===== config.mk =====
export PLATFORM = sky130hd
export DESIGN_NAME = inv_pi_engine_flat
export DESIGN_NICKNAME = d
export VERILOG_FILES = /design/src/rtl/inv_pi_engine_if.sv /design/src/rtl/inv_pi_engine.sv /design/src/flat_wrapper.sv
export SDC_FILE = /design/constraint.sdc
export NUM_CORES = 1
export LEC_CHECK = 0
export ABC_AREA = 0
export BUFFER_PORTS_ARGS = -buffer_cell sky130_fd_sc_hd__clkbuf_2
export CAP_MARGIN = 20
export CORE_MARGIN = 1.5
export CORE_UTILIZATION = 45
export CTS_BUF_LIST = sky130_fd_sc_hd__clkbuf_16
export DETAILED_ROUTE_END_ITERATION = 16
export PLACE_DENSITY = 0.65
export SYNTH_ARGS = -nofsm -noshare
export SYNTH_HDL_FRONTEND = slang
export SYNTH_SLANG_ARGS = --single-unit

===== constraint.sdc =====
create_clock -name clk -period 7.22 [get_ports clk]
set_input_delay 0.361 -clock clk [delete_from_list [all_inputs] [get_ports clk]]
set_output_delay 0.361 -clock clk [all_outputs]
set_load 0.02 [all_outputs]

===== src/rtl/inv_pi_engine_if.sv =====
// Handshake bundle between the permutation core, the inverse-pi engine and
// the line consumer. The master side drives lines in and takes results out.
interface inv_pi_engine_if;
    logic        in_valid;
    logic        in_ready;
    logic [24:0] line_in;
    logic        out_valid;
    logic        out_ready;
    logic [24:0] line_out;
    logic        busy;

    modport master (
        output in_valid, line_in, out_ready,
        input  in_ready, out_valid, line_out, busy
    );

    modport slave (
        input  in_valid, line_in, out_ready,
        output in_ready, out_valid, line_out, busy
    );
endinterface


===== src/rtl/inv_pi_engine.sv =====
// Bit-serial inverse pi permutation of a 25-bit (5x5) line.
// One output cell (i,j) is written per RUN cycle:
//   line_out[5i+j] = hold[5j + (2i+3j) mod 5]
//
// state | meaning
// IDLE  | waiting for a line, in_ready high
// RUN   | 25 cycles, one output cell per cycle, busy high
// HOLD  | result presented, out_valid high until accepted
module inv_pi_engine #(
    parameter int SIZE    = 5,
    parameter int MEMSIZE = 25,
    parameter int IDXW    = 5
) (
    input  logic           clk,
    input  logic           rst,
    inv_pi_engine_if.slave bus
);

    typedef enum logic [1:0] {S_IDLE, S_RUN, S_HOLD} state_t;

    state_t              r_state;
    logic [MEMSIZE-1:0]  r_hold;
    logic [MEMSIZE-1:0]  r_line_out;
    logic [2:0]          r_i;
    logic [2:0]          r_j;
    logic                r_in_ready;
    logic                r_out_valid;
    logic                r_busy;

    logic [IDXW-1:0]     w_sum;
    logic [IDXW-1:0]     w_col;
    logic [IDXW-1:0]     w_src;
    logic [IDXW-1:0]     w_dst;

    // Reduce a value of at most 20 modulo 5 without a divider.
    function automatic logic [IDXW-1:0] f_mod5(input logic [IDXW-1:0] v);
        logic [IDXW-1:0] r;
        if (v >= 5'd20)      r = v - 5'd20;
        else if (v >= 5'd15) r = v - 5'd15;
        else if (v >= 5'd10) r = v - 5'd10;
        else if (v >= 5'd5)  r = v - 5'd5;
        else                 r = v;
        return r;
    endfunction

    // Source and destination indices for the current cell; 2i+3j peaks at 20.
    always_comb begin
        w_sum = {1'b0, r_i, 1'b0} + {2'b00, r_j} + {1'b0, r_j, 1'b0};
        w_col = f_mod5(w_sum);
        w_src = {r_j, 2'b00} + {2'b00, r_j} + w_col;
        w_dst = {r_i, 2'b00} + {2'b00, r_i} + {2'b00, r_j};
    end

    // Control FSM and bit-serial datapath with registered handshake outputs.
    always_ff @(posedge clk) begin
        if (!rst) begin
            r_state     <= S_IDLE;
            r_hold      <= '0;
            r_line_out  <= '0;
            r_i         <= '0;
            r_j         <= '0;
            r_in_ready  <= 1'b1;
            r_out_valid <= 1'b0;
            r_busy      <= 1'b0;
        end else begin
            case (r_state)
                S_IDLE: begin
                    if (bus.in_valid) begin
                        r_hold     <= bus.line_in;
                        r_line_out <= '0;
                        r_i        <= '0;
                        r_j        <= '0;
                        r_in_ready <= 1'b0;
                        r_busy     <= 1'b1;
                        r_state    <= S_RUN;
                    end
                end
                S_RUN: begin
                    r_line_out[w_dst] <= r_hold[w_src];
                    if (r_j == 3'(SIZE - 1)) begin
                        r_j <= '0;
                        if (r_i == 3'(SIZE - 1)) begin
                            r_i         <= '0;
                            r_busy      <= 1'b0;
                            r_out_valid <= 1'b1;
                            r_state     <= S_HOLD;
                        end else begin
                            r_i <= r_i + 3'd1;
                        end
                    end else begin
                        r_j <= r_j + 3'd1;
                    end
                end
                S_HOLD: begin
                    if (bus.out_ready) begin
                        r_out_valid <= 1'b0;
                        r_in_ready  <= 1'b1;
                        r_state     <= S_IDLE;
                    end
                end
                default: begin
                    r_state    <= S_IDLE;
                    r_in_ready <= 1'b1;
                    r_busy     <= 1'b0;
                end
            endcase
        end
    end

    // Row/column counters must stay within the 5x5 grid.
    always_ff @(posedge clk) begin
        if (rst) begin
            assert (r_i < 3'(SIZE) && r_j < 3'(SIZE))
                else $error("inv_pi_engine counter out of range i=%0d j=%0d", r_i, r_j);
        end
    end

    assign bus.in_ready  = r_in_ready;
    assign bus.out_valid = r_out_valid;
    assign bus.line_out  = r_line_out;
    assign bus.busy      = r_busy;

endmodule


===== src/flat_wrapper.sv =====
// flat-port wrapper written by rule: the top's interface ports become plain ports
module inv_pi_engine_flat 
#(
    parameter int SIZE    = 5,
    parameter int MEMSIZE = 25,
    parameter int IDXW    = 5
)
  (clk, rst, bus_in_valid, bus_line_in, bus_out_ready, bus_in_ready, bus_out_valid, bus_line_out, bus_busy);
  inv_pi_engine_if bus_i ();
  input  logic clk;
  input  logic rst;
  input wire logic [$bits(bus_i.in_valid)-1:0] bus_in_valid;
  input wire logic [$bits(bus_i.line_in)-1:0] bus_line_in;
  input wire logic [$bits(bus_i.out_ready)-1:0] bus_out_ready;
  output wire logic [$bits(bus_i.in_ready)-1:0] bus_in_ready;
  output wire logic [$bits(bus_i.out_valid)-1:0] bus_out_valid;
  output wire logic [$bits(bus_i.line_out)-1:0] bus_line_out;
  output wire logic [$bits(bus_i.busy)-1:0] bus_busy;
  assign bus_i.in_valid = bus_in_valid;
  assign bus_i.line_in = bus_line_in;
  assign bus_i.out_ready = bus_out_ready;
  assign bus_in_ready = bus_i.in_ready;
  assign bus_out_valid = bus_i.out_valid;
  assign bus_line_out = bus_i.line_out;
  assign bus_busy = bus_i.busy;
  inv_pi_engine #(.SIZE(SIZE), .MEMSIZE(MEMSIZE), .IDXW(IDXW)) u_core (.clk(clk), .rst(rst), .bus(bus_i));
endmodule

Yosys cells after proc, flatten, opt, wreduce, memory -nomap -nowiden --
Index checks and enable logic that the tools add are counted.
Cells by class: $add $sub $neg 12, magnitude comparators 7, equal/unequal tests 8, mux-type cells 33, bitwise gates (word level) 2, reductions and logical operators 11
Operator list (number):
- $pmux W25 S2 | 1
- $bwmux W25 | 1
- $mux W25 | 1
- $mux W5 | 4
- $add A5 B3 Y5 | 3
- $lt A5 B6 Y1 const B | 2
- $mux W3 | 4
- $pmux W3 S2 | 2
- $reduce_and A4 Y1 | 3
- $ge A5 B4 Y1 const B | 2
- $mux W1 | 10
- $sub A5 B4 Y5 const B | 2
- $mux W2 | 4
- $add A3 B1 Y3 const B | 2
- $eq A3 B3 Y1 const B | 2
- $pmux W1 S3 | 2
- $pmux W2 S3 | 1
- $reduce_and A3 Y1 | 2
- $add A4 B3 Y5 | 1
- $add A5 B4 Y5 | 1
- $add A5 B5 Y5 | 1
- $bmux W1 S5 | 1
- $demux W1 S5 | 1
- $ge A5 B1 Y1 const B | 1
- 14 further kinds | 19
Storage, ports and cells: register bits 61, input bits 29, output and inout bits 28, logic and storage cells 81

Depth between registers and ports, before layout --
word-level depth 12, gate-level depth with buffers 27, gate-level depth less buffers 24

Least setup slack after synthesis --
Ideal clock, no wire load.
path type flip-flop to flip-flop, from register u_core.r_j[2], to register u_core.r_line_out[23] (netlist: u_core.bus.line_out[23]), setup time 73 ps, arrival time 5955 ps, data required time 7147 ps, path slack 1191 ps, cell stages (with the launch flop) 25, path buffers 3, period minus slack after synthesis 6029 ps, path through dfxtp_1 -> clkbuf_1 -> inv_1 -> fa_1 -> inv_1 -> ha_1 -> fa_1 -> inv_1 -> ha_1 -> a21oi_1 -> nand3_1 -> and3_1 -> nor3_1 -> a21oi_1 -> a21oi_1 -> fa_1 -> inv_1 -> fa_1 -> clkbuf_1 -> or4b_2 -> a22oi_1 -> nand2_1 -> mux2_4 -> buf_6 -> a31oi_4
Between the ends: longest elaborated chain between the ends 12, elaborated cells on any way between the ends 26, classes of those cells add/sub (9); order compare (6); mux (10); reduce/logical (1)
RTL lines:
- from (decl) | RTL line inv_pi_engine.sv:25 | logic [2:0] r_j;
- from (signal assigned) | RTL line inv_pi_engine.sv:91 | r_j <= r_j + 3'd1;
- $add A4 B3 Y5 | RTL line inv_pi_engine.sv:48 | w_sum = {1'b0, r_i, 1'b0} + {2'b00, r_j} + {1'b0, r_j, 1'b0};
- $add A5 B4 Y5 | RTL line inv_pi_engine.sv:48
- $sub A5 B3 Y5 / $ge A5 B3 Y1 (equally long branches) | RTL line inv_pi_engine.sv:41 | else if (v >= 5'd5) r = v - 5'd5;
- $mux W5 | RTL line inv_pi_engine.sv:41
- $mux W5 | RTL line inv_pi_engine.sv:40 | else if (v >= 5'd10) r = v - 5'd10;
- $mux W5 | RTL line inv_pi_engine.sv:39 | else if (v >= 5'd15) r = v - 5'd15;
- $mux W5 | RTL line inv_pi_engine.sv:38 | if (v >= 5'd20) r = v - 5'd20;
- $add A5 B5 Y5 | RTL line inv_pi_engine.sv:50 | w_src = {r_j, 2'b00} + {2'b00, r_j} + w_col;
- $bmux W1 S5 | RTL line inv_pi_engine.sv:79 | r_line_out[w_dst] <= r_hold[w_src];
- $mux W1 (not written as such) | RTL line inv_pi_engine.sv:79
- $bwmux W25 (*) | RTL line inv_pi_engine.sv:79
- $pmux W25 S2 (*) | RTL line inv_pi_engine.sv:66 | case (r_state)
- to (signal, indexed assignment) | RTL line inv_pi_engine.sv:79
- to (decl) | RTL line inv_pi_engine.sv:23 | logic [MEMSIZE-1:0] r_line_out;
Every way passes the cells marked *; elsewhere a longest branch is shown, timed or not. The select of a mux whose other input is x is not followed. A chain may end at the register's enable or synchronous reset.

Worst setup path after layout --
Same ends and word-level chain as after synthesis.

==> impl_metrics.tcl <==
set metrics [dict create \
    run_status "complete, no violations" \
    grt_start_max_net_pins 41 \
    globalRoute.totalOverflow 0 \
    clkPwrFrac 0.429 \
    floorplan.initialDensity 0.467 \
    dr_wl_met2_um 3640 \
    path_max_fanout 24 \
    synth_ff_type "sky130_fd_sc_hd__dfxtp_1" \
    clock.fmax_mhz 157 \
    ys_types 48 \
    dominant_combinational_cell_family_by_area_after_synthesis "simple AND/OR/NAND/NOR gates" \
    gp_congestion 0.877 \
    yosys-top-cells-area "sky130_fd_sc_hd__dfxtp_1 34%, sky130_fd_sc_hd__nand2_1 10%, sky130_fd_sc_hd__ha_1 10%, sky130_fd_sc_hd__a21boi_0 5.4%, sky130_fd_sc_hd__fa_1 3.9%" \
    grt_pass1_vias 2849 \
    first_pass_iters 4 \
    yosys.area_share.adder 0.139 \
    count_of_standard_cell_rows 32 \
    layout.cell_area.non_filler_mm2 0.00423 \
    p_leak_nw 1.88 \
    vias_per_cell 5.22 \
    synthesis.area_mm2 0.00363 \
    met1_wirelength_um 3470 \
    numCtsBuffers 9 \
    internal_power_mw 0.632 \
    die_w_um 92.8 \
    synthSimpleGateAreaFrac 0.206 \
    synthesis.nets 488 \
    highest-signal-layer "met4" \
    fin_hold_ws_ns 0.266 \
    p_sw_mw 0.232 \
    num_antenna_cells 0 \
    switching_share 0.269 \
    synth_compound_area_frac 0.177 \
    rsz0062_at_grt "false" \
    insertion_delay_ns 0.33 \
    io_buffer_count 56 \
    synth_async_sr_flop_share 0 \
    timing.final.ws_setup_ns 0.835 \
    tritoncts "yes" \
    critPathArrivalTime_ns 6.63 \
    post_cts.repair.setup_buffers 0 \
    postRouteWirelength_um 7590 \
    criticalPathCategory "reg -> reg" \
    power_density_mw_per_mm2 204 \
    setup_ws_pre_cts_ns 0.825 \
    fp.dieH_um 92.8 \
    utilization 0.544 \
    instances_no_fill 578 \
    cap_violations 0 \
    final_hold_viol_count 0 \
    post_cts.resized_instances 0 \
    synth-edff-count 0 \
    yosys.area.top_type "sky130_fd_sc_hd__dfxtp_1" \
    cts.clk_slew.worst_paths_ns 0.05 \
    post_synth_xor_area_fraction 0.0214 \
    post-route-drc-count 0 \
    ir_worst_vdd_mv 0.139 \
    cp.required_ns 7.47 \
    yosys-top-cells-count "99 x sky130_fd_sc_hd__nand2_1, 61 x sky130_fd_sc_hd__dfxtp_1, 29 x sky130_fd_sc_hd__ha_1" \
    dpl.hpwl_um 5440 \
    avgSynthCellArea_um2 8.58 \
    synth_top_area_share 0.336 \
    design.core.area_mm2 0.00777 \
    clock_skew_ns 0.00838 \
    cts_buffer_depth 2 \
    postSynthCellCount 423 \
    critical_path.startpoint_type "flip-flop" \
    cts_root_buf "sky130_fd_sc_hd__clkbuf_16" \
    aggregate_negative_setup_slack_ns 0 \
    slew_violations 0 \
    synth_seq_area_share 0.336 \
    power_after_layout_mw 0.864 \
    grt_antenna_before_repair 0 \
    die_area_mm2 0.00862 \
    via_count 3020 \
    initialDrtViolationCount 175 \
    sequential_power_share 0.421 \
    global_route_wire_length_before_repair_um 13200 \
    synth_mux_area_frac 0.0772 \
    count_of_hold_fix_buffers_inserted_at_cts 0 \
    worstMarginPinSlew_ns 0.889 \
    routed-wl-met3_um 393 \
    htree_levels 3 \
    synth-seq-cells 61 \
    nets 536 \
    yosys.cell_count.top_type "sky130_fd_sc_hd__nand2_1" \
    final_period_minus_worst_setup_slack_ns 6.38 \
    clkSinkCount 61 \
    pwr-share-comb 0.150 \
    worstSetupEndpointType "flip-flop" \
    synth_warnings 0 \
    dpl-instance-area_mm2 0.00395 \
    wl_per_cell_um 13.1 \
    fraction_of_layout_instances_using_a_drive_strength_above_1 0.197 \
    syn_to_final_growth_pct 16.5 \
    drtAntennaViolNets 0 \
    min_path_type "in -> reg" \
    share_of_the_clock_period_used_by_the_worst_path_after_layout 0.884 \
    grt_use_total 0.192 \
    final-setup-viol-count 0 \
    placed_cells 561 \
    worst_relative_slew_slack 0.406 \
    pin_count 57 \
]
final cells by class:
| class | count | area [um^2] |
|---|---|---|
| Multi-Input combinational cell | 325 | 2260 |
| Tap cell | 102 | 128 |
| Clock inverter | 7 | 35.0 |
| Clock buffer | 9 | 225 |
| Timing Repair Buffer | 58 | 303 |
| Sequential cell | 61 | 1220 |
| Fill cell | 747 | 3540 |
| Inverter | 16 | 60.1 |
worst max-delay path, stage by stage (launching register included):
cell,delay (ns)
sky130_fd_sc_hd__dfxtp_1,0.53
sky130_fd_sc_hd__inv_1,0.15
sky130_fd_sc_hd__fa_1,0.52
sky130_fd_sc_hd__inv_1,0.04
sky130_fd_sc_hd__ha_1,0.20
sky130_fd_sc_hd__fa_1,0.66
sky130_fd_sc_hd__inv_1,0.18
sky130_fd_sc_hd__ha_1,0.25
sky130_fd_sc_hd__a21oi_1,0.19
sky130_fd_sc_hd__nand3_1,0.20
sky130_fd_sc_hd__and3_1,0.24
sky130_fd_sc_hd__nor3_1,0.16
sky130_fd_sc_hd__a21oi_1,0.06
sky130_fd_sc_hd__a21oi_1,0.24
sky130_fd_sc_hd__fa_1,0.43
sky130_fd_sc_hd__inv_1,0.12
sky130_fd_sc_hd__fa_1,0.54
sky130_fd_sc_hd__or4b_2,0.65
sky130_fd_sc_hd__a22oi_1,0.25
sky130_fd_sc_hd__nand2_1,0.08
sky130_fd_sc_hd__mux2_4,0.41
sky130_fd_sc_hd__a31oi_4,0.20
kinds of logic after synthesis:
family / Yosys count
mux: 20
flops: 61
buf+inv: 37
fa+ha+maj: 36
simple gates: 169
compound gates: 92
xor+xnor: 8
flip-flops by register name, summed over array words and instances (netlist names):
name / cells
u_core.bus.busy: 1
u_core.bus.in_ready: 1
u_core.bus.line_out: 25
u_core.bus.out_valid: 1
u_core.r_hold: 25
u_core.r_i: 3
u_core.r_j: 3
u_core.r_state: 2
final timing paths:
kind / startpoint / endpoint / slack (ns) / cells past startpoint
setup / recovery: u_core.r_j[2] / u_core.bus.line_out[23] / 0.84 / 21
hold reg to reg: u_core.bus.line_out[21] / u_core.bus.line_out[21] / 0.46 / 2
setup reg to reg: u_core.r_j[2] / u_core.bus.line_out[23] / 0.84 / 21
hold / removal: bus_line_in[14] / u_core.r_hold[14] / 0.27 / 3
layout by cell type, fill, tap and decap left out, drive strengths merged, types with 4 or more instances in the layout:
cell | Yosys | final
mux4 | 6 | 6
clkbuf | 16 | 65
a22oi | 5 | 5
nor2b | 9 | 9
a21oi | 20 | 20
a21boi | 26 | 26
dfxtp | 61 | 61
and3 | 5 | 5
inv | 16 | 18
o21ai | 24 | 24
and2 | 4 | 4
nor3 | 6 | 6
nor2 | 16 | 16
xnor2 | 6 | 6
fa | 7 | 7
clkinv | 0 | 4
nand3 | 19 | 19
ha | 29 | 29
mux2i | 13 | 13
nand2 | 99 | 99
nor3b | 4 | 4
power by group through the flow:
stage	Combinational, mW	Sequential (mW)	Clock (mW)
after detailed placement	0.128	0.371	0
after global placement	0.127	0.370	0
final	0.130	0.364	0.371
after CTS	0.129	0.364	0.381
after global routing	0.147	0.365	0.394
after floorplan	0.0981	0.369	0
layer usage:
layer / up-vias / global-route usage
met3: 7 / 0.0484
met2: 77 / 0.310
met4: 0 / 0.0682
met1: 1382 / 0.247
li1: 1554 / -
met5: - / 0
(Power assumes the default switching activity.)
